### config.mk
export PLATFORM = sky130hd
export DESIGN_NAME = pc_source_ctrl
export DESIGN_NICKNAME = d
export VERILOG_FILES = /design/src/rtl/pc_ctrl_pkg.sv /design/src/rtl/pc_wait_counter.sv /design/src/rtl/pc_source_ctrl.sv
export SDC_FILE = /design/constraint.sdc
export NUM_CORES = 1
export LEC_CHECK = 0
export CORE_MARGIN = 1.5
export CORE_UTILIZATION = 25
export DETAILED_ROUTE_END_ITERATION = 16
export MAX_ROUTING_LAYER = met4
export PLACE_DENSITY = 0.45
export SYNTH_ARGS = -nofsm -noshare
export SYNTH_HDL_FRONTEND = slang
export SYNTH_SLANG_ARGS = --single-unit
### constraint.sdc
create_clock -name clk -period 4.5 [get_ports clk]
set_input_delay 1.35 -clock clk [delete_from_list [all_inputs] [get_ports clk]]
set_output_delay 1.35 -clock clk [all_outputs]
set_load 0.01 [all_outputs]
### src/rtl/pc_ctrl_pkg.sv
// Shared encodings for the PC-source sequencer: request kinds, mux
// selector codes, FSM states and small decode helpers.
package pc_ctrl_pkg;

  // Width of the shared wait counter (covers VEC_TIMEOUT up to 255)
  localparam int CNT_W = 8;

  // Request kinds presented by the main control unit
  localparam logic [2:0] KIND_SEQ  = 3'd0;
  localparam logic [2:0] KIND_BEQ  = 3'd1;
  localparam logic [2:0] KIND_BNE  = 3'd2;
  localparam logic [2:0] KIND_JUMP = 3'd3;
  localparam logic [2:0] KIND_JR   = 3'd4;
  localparam logic [2:0] KIND_EXC  = 3'd5;

  // PC-source multiplexer selector codes
  localparam logic [2:0] PCSRC_SEQ = 3'd0;
  localparam logic [2:0] PCSRC_BR  = 3'd1;
  localparam logic [2:0] PCSRC_J   = 3'd2;
  localparam logic [2:0] PCSRC_JR  = 3'd3;
  localparam logic [2:0] PCSRC_EXC = 3'd4;

  // Sequencer states
  typedef enum logic [2:0] {
    IDLE      = 3'd0,
    CMP       = 3'd1,
    EXC_SAVE  = 3'd2,
    EXC_FETCH = 3'd3,
    COMMIT    = 3'd4
  } state_e;

  // True for the two conditional-branch kinds that need the ALU compare
  function automatic logic kind_is_branch(input logic [2:0] kind);
    return (kind == KIND_BEQ) || (kind == KIND_BNE);
  endfunction

  // Branch resolution: BEQ is taken on zero, BNE on non-zero
  function automatic logic [2:0] branch_sel(input logic is_bne, input logic zero);
    return (zero ^ is_bne) ? PCSRC_BR : PCSRC_SEQ;
  endfunction

endpackage

### src/rtl/pc_wait_counter.sv
// Loadable 8-bit down-counter with zero flag. Shared between the branch
// compare wait and the exception-vector fetch timeout; saturates at zero.
module pc_wait_counter
  import pc_ctrl_pkg::*;
(
  input  logic             clk,
  input  logic             reset,
  input  logic             load,
  input  logic [CNT_W-1:0] load_val,
  input  logic             dec,
  output logic             zero
);

  logic [CNT_W-1:0] count;

  // Load has priority over decrement; decrement stops at zero
  always_ff @(posedge clk or negedge reset) begin
    if (!reset) begin
      count <= '0;
    end else if (load) begin
      count <= load_val;
    end else if (dec && (count != '0)) begin
      count <= count - CNT_W'(1);
    end
  end

  assign zero = (count == '0);

endmodule

### src/rtl/pc_source_ctrl.sv
// PC-source sequencer for the multicycle MIPS datapath. Accepts one
// PC-update request at a time, resolves branches / exception vector
// fetches, then drives the mux selector with a one-cycle PC write.
// Every output is a flop; no input reaches an output combinationally.
module pc_source_ctrl
  import pc_ctrl_pkg::*;
#(
  parameter int CMP_LAT     = 1,
  parameter int VEC_TIMEOUT = 8
) (
  input  logic       clk,
  input  logic       reset,
  input  logic       req_valid,
  input  logic [2:0] req_kind,
  input  logic       alu_zero,
  input  logic       mem_ready,
  output logic [2:0] pc_source,
  output logic       pc_write,
  output logic       epc_write,
  output logic       vec_read,
  output logic       busy,
  output logic       vec_err
);

  // Counter preload values: the counter reaches zero on the last wait cycle
  localparam logic [CNT_W-1:0] CMP_LOAD = CNT_W'(CMP_LAT - 1);
  localparam logic [CNT_W-1:0] VEC_LOAD = CNT_W'(VEC_TIMEOUT - 1);

  state_e           state;
  logic             is_bne;
  logic             cnt_load;
  logic [CNT_W-1:0] cnt_load_val;
  logic             cnt_dec;
  logic             cnt_zero;

  // Counter control: preload on entry to CMP / EXC_FETCH, count down inside them
  always_comb begin
    cnt_load     = 1'b0;
    cnt_load_val = CMP_LOAD;
    cnt_dec      = 1'b0;
    case (state)
      IDLE: begin
        if (req_valid && kind_is_branch(req_kind)) begin
          cnt_load     = 1'b1;
          cnt_load_val = CMP_LOAD;
        end
      end
      EXC_SAVE: begin
        cnt_load     = 1'b1;
        cnt_load_val = VEC_LOAD;
      end
      CMP, EXC_FETCH: begin
        cnt_dec = 1'b1;
      end
      default: begin
        cnt_dec = 1'b0;
      end
    endcase
  end

  pc_wait_counter u_wait (
    .clk      (clk),
    .reset    (reset),
    .load     (cnt_load),
    .load_val (cnt_load_val),
    .dec      (cnt_dec),
    .zero     (cnt_zero)
  );

  // Sequencer FSM; outputs are set on the transition into the state that owns them
  always_ff @(posedge clk or negedge reset) begin
    if (!reset) begin
      state     <= IDLE;
      is_bne    <= 1'b0;
      pc_source <= PCSRC_SEQ;
      pc_write  <= 1'b0;
      epc_write <= 1'b0;
      vec_read  <= 1'b0;
      busy      <= 1'b0;
      vec_err   <= 1'b0;
    end else begin
      pc_write  <= 1'b0;
      epc_write <= 1'b0;
      vec_err   <= 1'b0;
      case (state)
        IDLE: begin
          vec_read <= 1'b0;
          if (req_valid) begin
            busy   <= 1'b1;
            is_bne <= (req_kind == KIND_BNE);
            case (req_kind)
              KIND_SEQ: begin
                state     <= COMMIT;
                pc_write  <= 1'b1;
                pc_source <= PCSRC_SEQ;
              end
              KIND_JUMP: begin
                state     <= COMMIT;
                pc_write  <= 1'b1;
                pc_source <= PCSRC_J;
              end
              KIND_JR: begin
                state     <= COMMIT;
                pc_write  <= 1'b1;
                pc_source <= PCSRC_JR;
              end
              KIND_BEQ, KIND_BNE: begin
                state <= CMP;
              end
              default: begin
                // KIND_EXC and the reserved codes all take the exception path
                state     <= EXC_SAVE;
                epc_write <= 1'b1;
              end
            endcase
          end
        end
        CMP: begin
          if (cnt_zero) begin
            state     <= COMMIT;
            pc_write  <= 1'b1;
            pc_source <= branch_sel(is_bne, alu_zero);
          end
        end
        EXC_SAVE: begin
          state    <= EXC_FETCH;
          vec_read <= 1'b1;
        end
        EXC_FETCH: begin
          if (mem_ready) begin
            // A vector arriving on the timeout cycle still wins
            state     <= COMMIT;
            vec_read  <= 1'b0;
            pc_write  <= 1'b1;
            pc_source <= PCSRC_EXC;
          end else if (cnt_zero) begin
            state    <= IDLE;
            vec_read <= 1'b0;
            busy     <= 1'b0;
            vec_err  <= 1'b1;
          end else begin
            vec_read <= 1'b1;
          end
        end
        COMMIT: begin
          state <= IDLE;
          busy  <= 1'b0;
        end
        default: begin
          state    <= IDLE;
          vec_read <= 1'b0;
          busy     <= 1'b0;
        end
      endcase
    end
  end

endmodule

Word-level counts from Yosys, hierarchy flattened
Cells that the tools add are included.
{"block": "word_totals", "register_bits": 20, "input_bits": 8, "output_inout_bits": 8, "wordCells": 81}
{"block": "op_classes", "n_addsub": 1, "n_eq_ne": 15, "muxes": 35, "n_bitwise": 2, "reduce_logical": 19}
{"operator": "$mux W3", "n": 8}
{"operator": "$pmux W3 S3", "n": 2}
{"operator": "$mux W1", "n": 17}
{"operator": "$mux W8", "n": 2}
{"operator": "$eq A3 B2 Y1 const B", "n": 4}
{"operator": "$pmux W3 S4", "n": 1}
{"operator": "$ne A2 B2 Y1 const B", "n": 5}
{"operator": "$pmux W1 S3", "n": 3}
{"operator": "$logic_not A8 Y1", "n": 1}
{"operator": "$reduce_bool A8 Y1", "n": 1}
{"operator": "$reduce_or A2 Y1", "n": 4}
{"operator": "$sub A8 B1 Y8 const B", "n": 1}
{"operator": "$eq A3 B1 Y1 const B", "n": 2}
{"operator": "$eq A3 B3 Y1 const B", "n": 2}
{"operator": "$logic_not A3 Y1", "n": 2}
{"operator": "$pmux W3 S2", "n": 1}
{"operator": "$reduce_and A5 Y1", "n": 1}
{"operator": "$reduce_or A5 Y1", "n": 1}
{"operator": "$ne A4 B1 Y1 const B", "n": 1}
{"operator": "$reduce_and A4 Y1", "n": 1}
{"operator": "$ne A3 B3 Y1 const B", "n": 1}
{"operator": "$reduce_and A3 Y1", "n": 1}
{"operator": "$reduce_bool A3 Y1", "n": 1}
{"operator": "$reduce_or A3 Y1", "n": 1}
{"operator": "other kinds (7)", "n": 8}

Longest topological paths before layout
Gate-level depths: netlist (run 1).
{"block": "logic_depth", "ltp_word": 6, "ltp_mapped": 6, "depth_no_buf": 6}

By module
From an unflattened synthesis (run 1), not the netlist that was laid out.
{"block": "unflattened", "hier_cells": 118, "area_unflattened_um2": 1141.1}
{"module": "pc_source_ctrl", "n_inst": 1, "cells_per_inst": 60, "area_per_inst_um2": 613.1, "seq_area_each_um2": 300.3}
{"module": "pc_wait_counter", "n_inst": 1, "cells_per_inst": 58, "area_per_inst_um2": 528.0, "seq_area_each_um2": 200.2}

Worst setup path after synthesis (run 1)
Ideal clock, no wire load.
{"block": "synth_timing", "path_type": "input to register", "from": "input req_valid", "to": "register pc_source[0]", "setup_time_ns": 0.125, "arrival_ns": 2.410, "path_slack_ns": 1.965, "stages": 4, "path_buffers": 0, "cell_sequence": "or4b_4 o21bai_4 o211ai_2 mux2_4"}
{"block": "synth_between", "elab_chain_cells": 2}
{"item": "start, declared", "line": "pc_source_ctrl.sv:13", "text": "input logic req_valid,"}
{"item": "$ne A2 B2 Y1 (no line)"}
{"item": "$reduce_and A5 Y1 (no line)"}
{"item": "end signal, assigned", "line": "pc_source_ctrl.sv:122", "text": "pc_source <= branch_sel(is_bne, alu_zero);"}
{"item": "end, declared", "line": "pc_source_ctrl.sv:17", "text": "output logic [2:0] pc_source,"}
Every way passes these cells.
A chain may end at the register's enable or synchronous reset.

Final worst setup path (run 1)
Ends and elaborated chain as after synthesis.

==> results.json, run 1 <==
{
  "dp_slack_ns": 1.334,
  "grt_max_degree": 21,
  "synth_edf_count": 0,
  "layout.cells.non_filler": 177,
  "start_util_pct": 25.79,
  "fin_crit_sh_pct": 64.13,
  "synth_nets": 118,
  "nFillCells": 447,
  "first_pass_iters": 3,
  "synth_xor_area_share_pct": 3.164,
  "via_count": 881,
  "wl_met3_um": 88,
  "via_per_inst": 4.977,
  "port_buffers": 15,
  "synth-seq-cells": 20,
  "grt_pass1_vias": 919,
  "globalplace.congestion": 0.7493,
  "clock_sinks": 20,
  "endpoint_kind": "flip-flop",
  "ir_drop_v": 0.0002412,
  "synthAdderAreaFrac_pct": 2.260,
  "syn-cell-area_um2": 1107,
  "yosysUniqueCellTypes": 41,
  "outcome": "finished clean",
  "cts_tree": "built",
  "numPlacedInstances": 173,
  "die_h_um": 69.55,
  "synth_top_family_by_area": "compound AO/OA/AOI/OAI gates",
  "cts_hold_buf": 0,
  "rsz0062_at_grt": "no",
  "diodes": 0,
  "dp_hpwl_mm": 1.956,
  "hold_depth": 2,
  "setup_tns_ns": 0,
  "ios": 16,
  "synthesis.instances": 108,
  "yosys.area.top_type": "dfrtp_1",
  "cts.clk_slew.worst_paths_ns": 0.08,
  "wl_per_cell_um": 14.26,
  "fin_crit_ns": 2.886,
  "utilization_pct": 32.08,
  "cts_setup_buffers": 0,
  "reg2regPathDepth": 4,
  "cts_max_level": 1,
  "synth_common_cells": "dfrtp_1, nor2_1, a21oi_1, inv_1, nand2_1",
  "dieArea_um2": 4837,
  "cts.repair.resized": 0,
  "wl_met1_mm": 1.300,
  "row_count": 24,
  "slew_headroom_pct": 38.77,
  "wl_met2_mm": 1.119,
  "holdPathEnd": "is_bne",
  "r2r-start": "state[2]",
  "drtIter0Drc": 30,
  "critPathKind": "input port to flip-flop",
  "area_delta_synth_final_pct": 24.41,
  "critPathArrivalTime_ns": 3.04,
  "synth_top_area_share_pct": 45.20,
  "synthMuxAreaShare_pct": 2.260,
  "setup_viol": 0,
  "dieWidth_um": 69.55,
  "yosysWarnings": 0,
  "cp-start-kind": "input port",
  "clk_latency_ns": 0.26,
  "drc": 0,
  "finalHoldViolCount": 0,
  "hold_path_class": "flip-flop to flip-flop",
  "synth-compound-area-share_pct": 24.41,
  "numCtsBuffers": 3,
  "worst-slew-pin-transition_ns": 0.9155,
  "synth.avg_cell_area_um2": 10.25,
  "maxCapViolCount": 0,
  "clockBufferDepth": 2,
  "async_flop_share_pct": 100.0,
  "worst_hold_startpoint": "is_bne",
  "antenna_left": 0,
  "gr-total-overflow": 0,
  "yosys_most_used_dff": "dfrtp_1",
  "synthTopCellsByArea": "dfrtp_1, a21oi_1, nor2_1",
  "power.density_nw_per_um2": 665.0,
  "nets": 136,
  "ys_seq_area_share_pct": 45.20,
  "topRoutingLayerUsed": "met4",
  "antenna_found_initial": 0,
  "hold_slack_ns": 0.5111,
  "r2r_slack_ns": 2.62,
  "cp.required_ns": 4.65,
  "fmax_ghz": 0.3465,
  "coreArea_um2": 4294,
  "p_leak_nw": 0.5753,
  "setup_slack_ns": 1.614,
  "crit_fanout": 4,
  "synth_most_common_cell": "dfrtp_1",
  "yosys.area_share.simple_pct": 19.21,
  "grt_pass1_wl_mm": 4.422,
  "layout-drive-gt1-share_pct": 9.600,
  "cts_root_buf": "clkbuf_8",
  "rr_endpoint": "pc_source[0]",
  "slew_viol_final": 0,
  "grt_usage_pct": 11.72,
  "clock_skew_ns": 0.007690,
  "finalWirelength_mm": 2.524
}
cells in the final DEF (no fill, tap or decap), types with 2 or more instances in the layout:
master and n:
ha_1 2, nand2_1 5, xor2_1 2, nor3b_1 2, o211ai_1 3, a21o_1 2, a21oi_1 8, clkbuf_8 3
and3_1 2, dfrtp_1 20, xnor2_1 2, clkdlybuf4s50_1 15, o22ai_1 2, o41ai_1 2, o31ai_1 3, nor2b_1 3
a31oi_1 2, inv_1 6, nor2_1 9, or4_1 3, o21ai_1 4, o21a_1 2, a32o_1 2, nand3_1 2
nand2b_1 2
metrics by stage:
stage,cell area (um^2),power (mW)
final,1378,0.9161
after global routing,1378,0.9896
after CTS,1378,0.9293
after detailed placement,1306,0.7416
after global placement,1306,0.7359
after floorplan,1107,0.6118
critical path, cell delays in order:
cell	delay, ns
clkdlybuf4s50_1	0.54
or4b_4	0.50
o21bai_4	0.20
o211ai_2	0.12
mux2_4	0.32
how the worst max path moves through the flow:
stage / from / to / slack (ns) / cells after the start
floorplan: req_valid / pc_source[0] / 1.96 / 4
global placement: req_valid / pc_source[0] / 1.37 / 5
detailed placement: req_valid / pc_source[0] / 1.33 / 5
CTS: req_valid / pc_source[0] / 1.62 / 5
global route: req_valid / pc_source[0] / 1.58 / 5
finish: req_valid / pc_source[0] / 1.61 / 5
layer usage:
layer	vias to the layer above	track usage, %
met5	-	-
met1	425	15.77
met4	0	1.961
li1	438	-
met3	2	2.907
met2	16	18.27
cell families (layout without fill, tap and decap cells):
| logic type | after synthesis | in the layout |
|---|---|---|
| compound gates | 36 | 36 |
| mux | 2 | 2 |
| simple gates | 36 | 36 |
| xor+xnor | 4 | 4 |
| fa+ha+maj | 2 | 2 |
| buf+inv | 8 | 25 |
| flops | 20 | 20 |
power by group:
part	internal (mW)	switching, mW
Clock	0.119	0.0624
Combinational	0.189	0.212
Sequential	0.251	0.0840
state kept, by name, summed over array words and instances (netlist names):
| register | cells |
|---|---|
| u_wait.count | 8 |
| pc_source | 3 |
| state | 3 |
| busy | 1 |
| epc_write | 1 |
| is_bne | 1 |
| pc_write | 1 |
| vec_err | 1 |
| vec_read | 1 |
final cells by class:
class                           count  area (um^2)  share of cell area (%)
Clock inverter                      1        30.03                   2.180
Timing Repair Buffer               15        150.1                   10.90
Inverter                            6        22.52                   1.635
Tap cell                           52        65.06                   4.723
Clock buffer                        3        41.29                   2.997
Sequential cell                    20        500.5                   36.33
Multi-Input combinational cell     80        568.0                   41.24
Note: power is estimated with default switching activity, not from simulation.
==> run 2: changes to the inputs <==
clock period = 2.87 ns   (was 4.5 ns; I/O delays follow)
==> results.json, run 2 (synthesis gave the netlist of run 1 again) <==
{
  "grt_max_degree": 21,
  "cp.required_ns": 3.01,
  "critPathKind": "input port to flip-flop",
  "dp_hpwl_mm": 1.879,
  "most-common-layout-cells": "dfrtp_1, clkdlybuf4s50_1, nor2_1",
  "dp_slack_ns": 0.1963,
  "nets": 137,
  "cts_root_buf": "clkbuf_8",
  "endpoint_kind": "flip-flop",
  "grt_usage_pct": 11.44,
  "rsz0062_at_grt": "no",
  "use_met3_pct": 2.180,
  "via_per_inst": 5.023,
  "layout.cells.non_filler": 177,
  "power.density_nw_per_um2": 985.8,
  "finalHoldViolCount": 0,
  "crit_fanout": 4,
  "maxCapViolCount": 0,
  "setup_slack_ns": 0.4674,
  "use_met2_pct": 17.41,
  "final_common_cell": "dfrtp_1",
  "cts_tree": "built",
  "critPathArrivalTime_ns": 2.55,
  "fmax_ghz": 0.4162,
  "die_h_um": 69.55,
  "via_count": 889,
  "slew_headroom_pct": 66.55,
  "setup_tns_ns": 0,
  "cts_hold_buf": 0,
  "largestRegisters": "u_wait.count: 8 flops, pc_source: 3 flops, state: 3 flops",
  "fin_crit_ns": 2.403,
  "ir_drop_v": 0.0003219,
  "clock_sinks": 20,
  "layout-drive-gt1-share_pct": 9.600,
  "grt_pass1_wl_mm": 4.278,
  "fin_crit_sh_pct": 83.71,
  "antenna_left": 0,
  "start_util_pct": 25.79,
  "r2r_slack_ns": 0.99,
  "use_met1_pct": 15.32,
  "gr-total-overflow": 0,
  "outcome": "finished clean",
  "coreArea_um2": 4294,
  "ios": 16,
  "dieWidth_um": 69.55,
  "cts_setup_buffers": 0,
  "cts.clk_slew.worst_paths_ns": 0.07,
  "cp-start-kind": "input port",
  "port_buffers": 15,
  "clockBufferDepth": 2,
  "slew_viol_final": 0,
  "antenna_found_initial": 0,
  "top_usage_layer": "met2",
  "nFillCells": 460,
  "row_count": 24,
  "grt_pass1_vias": 900,
  "finalWirelength_mm": 2.508,
  "worst-slew-pin-transition_ns": 0.4985,
  "cts_max_level": 1,
  "setup_viol": 0,
  "globalplace.congestion": 0.7420,
  "p_leak_nw": 0.5660,
  "first_pass_iters": 4,
  "numCtsBuffers": 3,
  "drc": 0,
  "numPlacedInstances": 174,
  "clock_skew_ns": 0.005347,
  "regMostFlops": "u_wait.count",
  "clk_latency_ns": 0.26,
  "hold_path_class": "flip-flop to flip-flop",
  "dieArea_um2": 4837,
  "cts.repair.resized": 0,
  "drtIter0Drc": 15,
  "largest_reg_flops": 8,
  "area_delta_synth_final_pct": 22.37,
  "diodes": 0,
  "wl_per_cell_um": 14.17
}
==> run 2: cell count changes in the layout (fill, tap and decap cells not counted) <==
cell	before	now
bufinv_16	1	0
buf_4	0	1
==> run 2: path summary, 6_finish.rpt <==
path                                   end  cells after the start       from
max                           pc_source[0]                      5  req_valid
min                                 is_bne                      2     is_bne
max reg2reg                   pc_source[0]                      4   state[2]
min reg2reg                         is_bne                      2     is_bne
max in group asynchronous  u_wait.count[2]                      2      reset
min in group asynchronous         state[2]                      2      reset
==> run 2: metal layers <==
metal | wire [um] | share of wire [%] | vias to the layer above
li1 | - | - | 439
met1 | 1277 | 51 | 430
met2 | 1106 | 44 | 18
met3 | 97 | 3.9 | 2
met4 | 27 | 1.1 | 0
met5 | 0 | 0 | -
==> run 2: where the power goes <==
| part | internal [mW] | switching [mW] | total (mW) |
|---|---|---|---|
| Clock | 0.0935 | 0.0896 | 0.183 |
| Combinational | 0.298 | 0.332 | 0.630 |
| Sequential | 0.394 | 0.130 | 0.523 |
==> run 2: layout make-up <==
| class | count | area [um^2] | share of cell area, % |
|---|---|---|---|
| Inverter | 6 | 22.52 | 1.662 |
| Clock buffer | 3 | 41.29 | 3.047 |
| Sequential cell | 20 | 500.5 | 36.93 |
| Timing Repair Buffer | 16 | 157.7 | 11.63 |
| Tap cell | 52 | 65.06 | 4.801 |
| Multi-Input combinational cell | 80 | 568.0 | 41.92 |
==> run 2: critical path, stage by stage <==
cell and delay [ns]:
clkdlybuf4s50_1 0.53, or4b_4 0.50, o21bai_4 0.20, o211ai_2 0.12, mux2_4 0.33
==> run 2: stage by stage <==
| stage | total power, mW | utilization [%] | hold slack [ns] | area (um^2) |
|---|---|---|---|---|
| 3_5_place_dp | 1.157 | 30.59 | 0.4976 | 1314 |
| 5_1_grt | 1.455 | 31.56 | 0.5357 | 1355 |
| 6_report | 1.336 | 31.56 | 0.5070 | 1355 |
| 3_3_place_gp | 1.155 | 30.59 | 0.5109 | 1314 |
| 2_1_floorplan | 0.9592 | - | 0.4599 | 1107 |
| 4_1_cts | 1.350 | 31.56 | 0.5168 | 1355 |
==> patch 1: new RTL, flow settings as in run 2 <==
Re-encode `state_e` (5 states) as one-hot, 5 bits wide.
--- a/src/rtl/pc_ctrl_pkg.sv
+++ b/src/rtl/pc_ctrl_pkg.sv
@@ -22,10 +22,10 @@
 
   // Sequencer states
-  typedef enum logic [2:0] {
-    IDLE      = 3'd0,
-    CMP       = 3'd1,
-    EXC_SAVE  = 3'd2,
-    EXC_FETCH = 3'd3,
-    COMMIT    = 3'd4
+  typedef enum logic [4:0] {
+    IDLE      = 5'b00001,
+    CMP       = 5'b00010,
+    EXC_SAVE  = 5'b00100,
+    EXC_FETCH = 5'b01000,
+    COMMIT    = 5'b10000
   } state_e;
 
Behaviour: same outputs for any inputs over 10 cycles, from zero or initial values and one cycle with reset low; not proved beyond that.
==> patch 1 against run 2 <==
Die area up 12%. Area after synthesis up 12%. First-iteration DRC count up 93%. Power down 1.7%. Non-clock buffer count unchanged. Clock skew down 0.0020 ns. Routed wire length up 3.6%. Setup slack better by 0.25 ns. Critical path depth unchanged. Sequential cell count up 2. Final area up 11%. Critical path type unchanged.
==> patch 1: results <==
[clock_tree]
clock_sinks = 22
cts.clk_slew.worst_paths_ns = 0.09

[setup_path]
cp_max_fo = 8
cp.arrival_ns = 2.31

[detailed_routing]
wl_met2_um = 1160
drt-met1-wl_um = 1310
viasPerCell = 4.62
drt-initial-drc-count = 29

[power_and_ir_drop]
power.leakage_nw = 0.591
p_sw_uw = 517
clkPwrFrac = 0.175
powerSeq_uw = 544
power.total_mw = 1.31
irDropWorstVdd_mv = 0.284

[grt]
grt_pass1_vias = 914
gr-usage-met3 = 0.0165
track_usage = 0.110
grt_pass1_wl_um = 4410
met1_usage = 0.145

[final_layout]
drive_gt1_frac = 0.143
final.fill_count = 502
nets = 144
clock_buffers = 4
clk_share = 0.0365
top_regs = "u_wait.count: 8 flops, state: 5 flops, pc_source: 3 flops"
seqCellArea_sq_um = 552
final_cells = 200
inverters = 5

[placed_design]
dp_hpwl_um = 1860
place_congestion = 0.785
pre_cts_ws_ns = 0.431
placed_area_sq_mm = 0.00145

[logic_synthesis]
yosys-top-cells-count = "dfrtp_1 (21), nor2_1 (12), xnor2_1 (6)"
ys_seq_area_frac = 0.444
yosys.area_share.xor_xnor = 0.0705
syn-cell-area_sq_mm = 0.00124
synth_compound_area_frac = 0.130
synthMuxAreaShare = 0.0272
synth_fp_nets = 128
synth_fa_ha_area_frac = 0.0201
ys_types = 43
synthCells = 118

[sta]
worstMarginPinSlew_ns = 0.462
max_freq_mhz = 464
finClkSkew_ns = 0.00332

[run_status]
status = "finished, final reports clean"
==> patch 1: path summary, 6_finish.rpt <==
| kind | cells after the start | startpoint | endpoint |
|---|---|---|---|
| worst max-delay path | 5 | req_valid | pc_source[1]$_DFFE_PN0P_ |
| worst min-delay path | 1 | vec_read$_DFFE_PN0N_ | vec_read$_DFFE_PN0N_ |
| worst max register to register | 5 | state[0]$_DFFE_PN1P_ | pc_source[1]$_DFFE_PN0P_ |
| worst min register to register | 1 | vec_read$_DFFE_PN0N_ | vec_read$_DFFE_PN0N_ |
| max in group asynchronous | 2 | reset | state[0]$_DFFE_PN1P_ |
| min in group asynchronous | 2 | reset | vec_err$_DFF_PN0_ |
==> patch 1: worst max-delay path, cell delays in order <==
cell and delay (ns):
clkdlybuf4s50_1 0.51, nand4_2 0.21, nand2b_1 0.24, o211ai_2 0.12
mux2_2 0.37
==> patch 2: new RTL, settings of run 2 <==
Made on the original files. Change the package constant `CNT_W` from 8 to 10.
--- a/src/rtl/pc_ctrl_pkg.sv
+++ b/src/rtl/pc_ctrl_pkg.sv
@@ -4,5 +4,5 @@
 
   // Width of the shared wait counter (covers VEC_TIMEOUT up to 255)
-  localparam int CNT_W = 8;
+  localparam int CNT_W = 10;
 
   // Request kinds presented by the main control unit
Formal check against the unedited RTL: same outputs for any inputs over 10 cycles, from zero or initial values and one cycle with reset low; that may be too few to reach the edited logic, so the function may still have changed.
==> patch 2 against run 2 <==
Power is 8.7% higher. Area after synthesis is 6.9% higher. Setup slack worse by 0.11 ns. Count of clock-buffer cells in the layout is 1 higher. Final area is 7.1% higher. Die area is 6.6% higher. Routed wire length is 3.6% higher. Core utilization is 1.1 points higher. First-iteration DRC count grew to 2.7 times the old value. Global-route usage is 0.37 points higher. Register-to-register slack worse by 0.49 ns. Sequential cell count is 2 higher. Critical endpoint unchanged.
==> patch 2: results <==
[power_and_ir_drop]
irDropWorstVdd_mv = 0.327
p_int_uw = 870
power.leakage_nw = 0.594

[logic_synthesis]
yosys-top-cells-count = "dfrtp_1 (22), nor2_1 (12), nand2_1 (9)"
ys_types = 46
ys_seq_area_frac = 0.465
ys_top_cells_by_area = "dfrtp_1 (47%), nor2_1 (3.8%), xnor2_1 (3.7%)"
synth_fp_nets = 129

[final_layout]
final.fill_count = 467
drive_gt1_frac = 0.117
top_regs = "u_wait.count: 10 flops, pc_source: 3 flops, state: 3 flops"

[sta]
slew_headroom = 0.652
worst_slack_ns = 0.362
finClkSkew_ns = 0.00820
whs_ns = 0.503

[detailed_routing]
viasPerCell = 5.08
routed_wl_um = 2600
firstDrtPassIters = 6
drt-initial-drc-count = 40

[grt]
grt_max_degree = 23
track_usage = 0.118
grt_pass1_wl_um = 4610
grt_pass1_vias = 973

[setup_path]
worst_r2r_path_depth = 6
r2r_start = "u_wait.count[0]$_DFFE_PN0P_"
ff2ff_setup_slack_ns = 0.50

[run_status]
status = "finished, final reports clean"

[placed_design]
io_buffer_count = 15
place_congestion = 0.779

[clock_tree]
cts.clk_slew.worst_paths_ns = 0.09
[patch 2: cell count changes after synthesis, sizes merged, moves of 3 or more]
cell   delta
a21oi     -3
nand2     +4
nand3     +3
or3       +3
xnor2     +3
[patch 2: routing by layer]
metal	GRT usage	share of wire	wire length, um
met4	0.0252	0.0069	18
met1	0.152	0.49	1270
met2	0.187	0.46	1210
met3	0.0323	0.041	106
met5	-	0	0
[patch 2: power by group through the flow]
| stage | clock network [mW] | logic (mW) | registers, mW |
|---|---|---|---|
| CTS | 0.231 | 0.649 | 0.581 |
| global placement | 0 | 0.642 | 0.586 |
| global route | 0.251 | 0.728 | 0.605 |
| floorplan | 0 | 0.491 | 0.530 |
| detailed placement | 0 | 0.644 | 0.587 |
| finish | 0.226 | 0.643 | 0.583 |
[patch 2: kinds of logic (layout without fill, tap and decap cells)]
logic type / after synthesis / after routing / share of synthesized area
simple gates: 51 / 51 / 0.244
xor+xnor: 6 / 6 / 0.0444
fa+ha+maj: 1 / 1 / 0.0106
compound gates: 29 / 29 / 0.184
flops: 22 / 22 / 0.465
mux: 2 / 2 / 0.0211
buf+inv: 9 / 26 / 0.0307
[patch 2: layout make-up]
cell class | count | share of cell area
multi-input combinational | 89 | 0.411
inverter | 5 | 0.0129
clock buffer | 4 | 0.0379
tap | 52 | 0.0448
sequential | 22 | 0.379
timing repair buffer | 17 | 0.114
[patch 2: per-stage QoR]
step,cells,instance area [sq um]
3_5_place_dp,185,1400
4_1_cts,189,1450
5_1_grt,189,1450
6_report,189,1450
2_1_floorplan,120,1180
3_3_place_gp,185,1400
[patch 2: worst max-delay path: stages]
cell             delay [ns]
clkdlybuf4s50_1        0.52
or4b_2                 0.62
a21o_1                 0.24
o211ai_4               0.11
mux2_4                 0.31
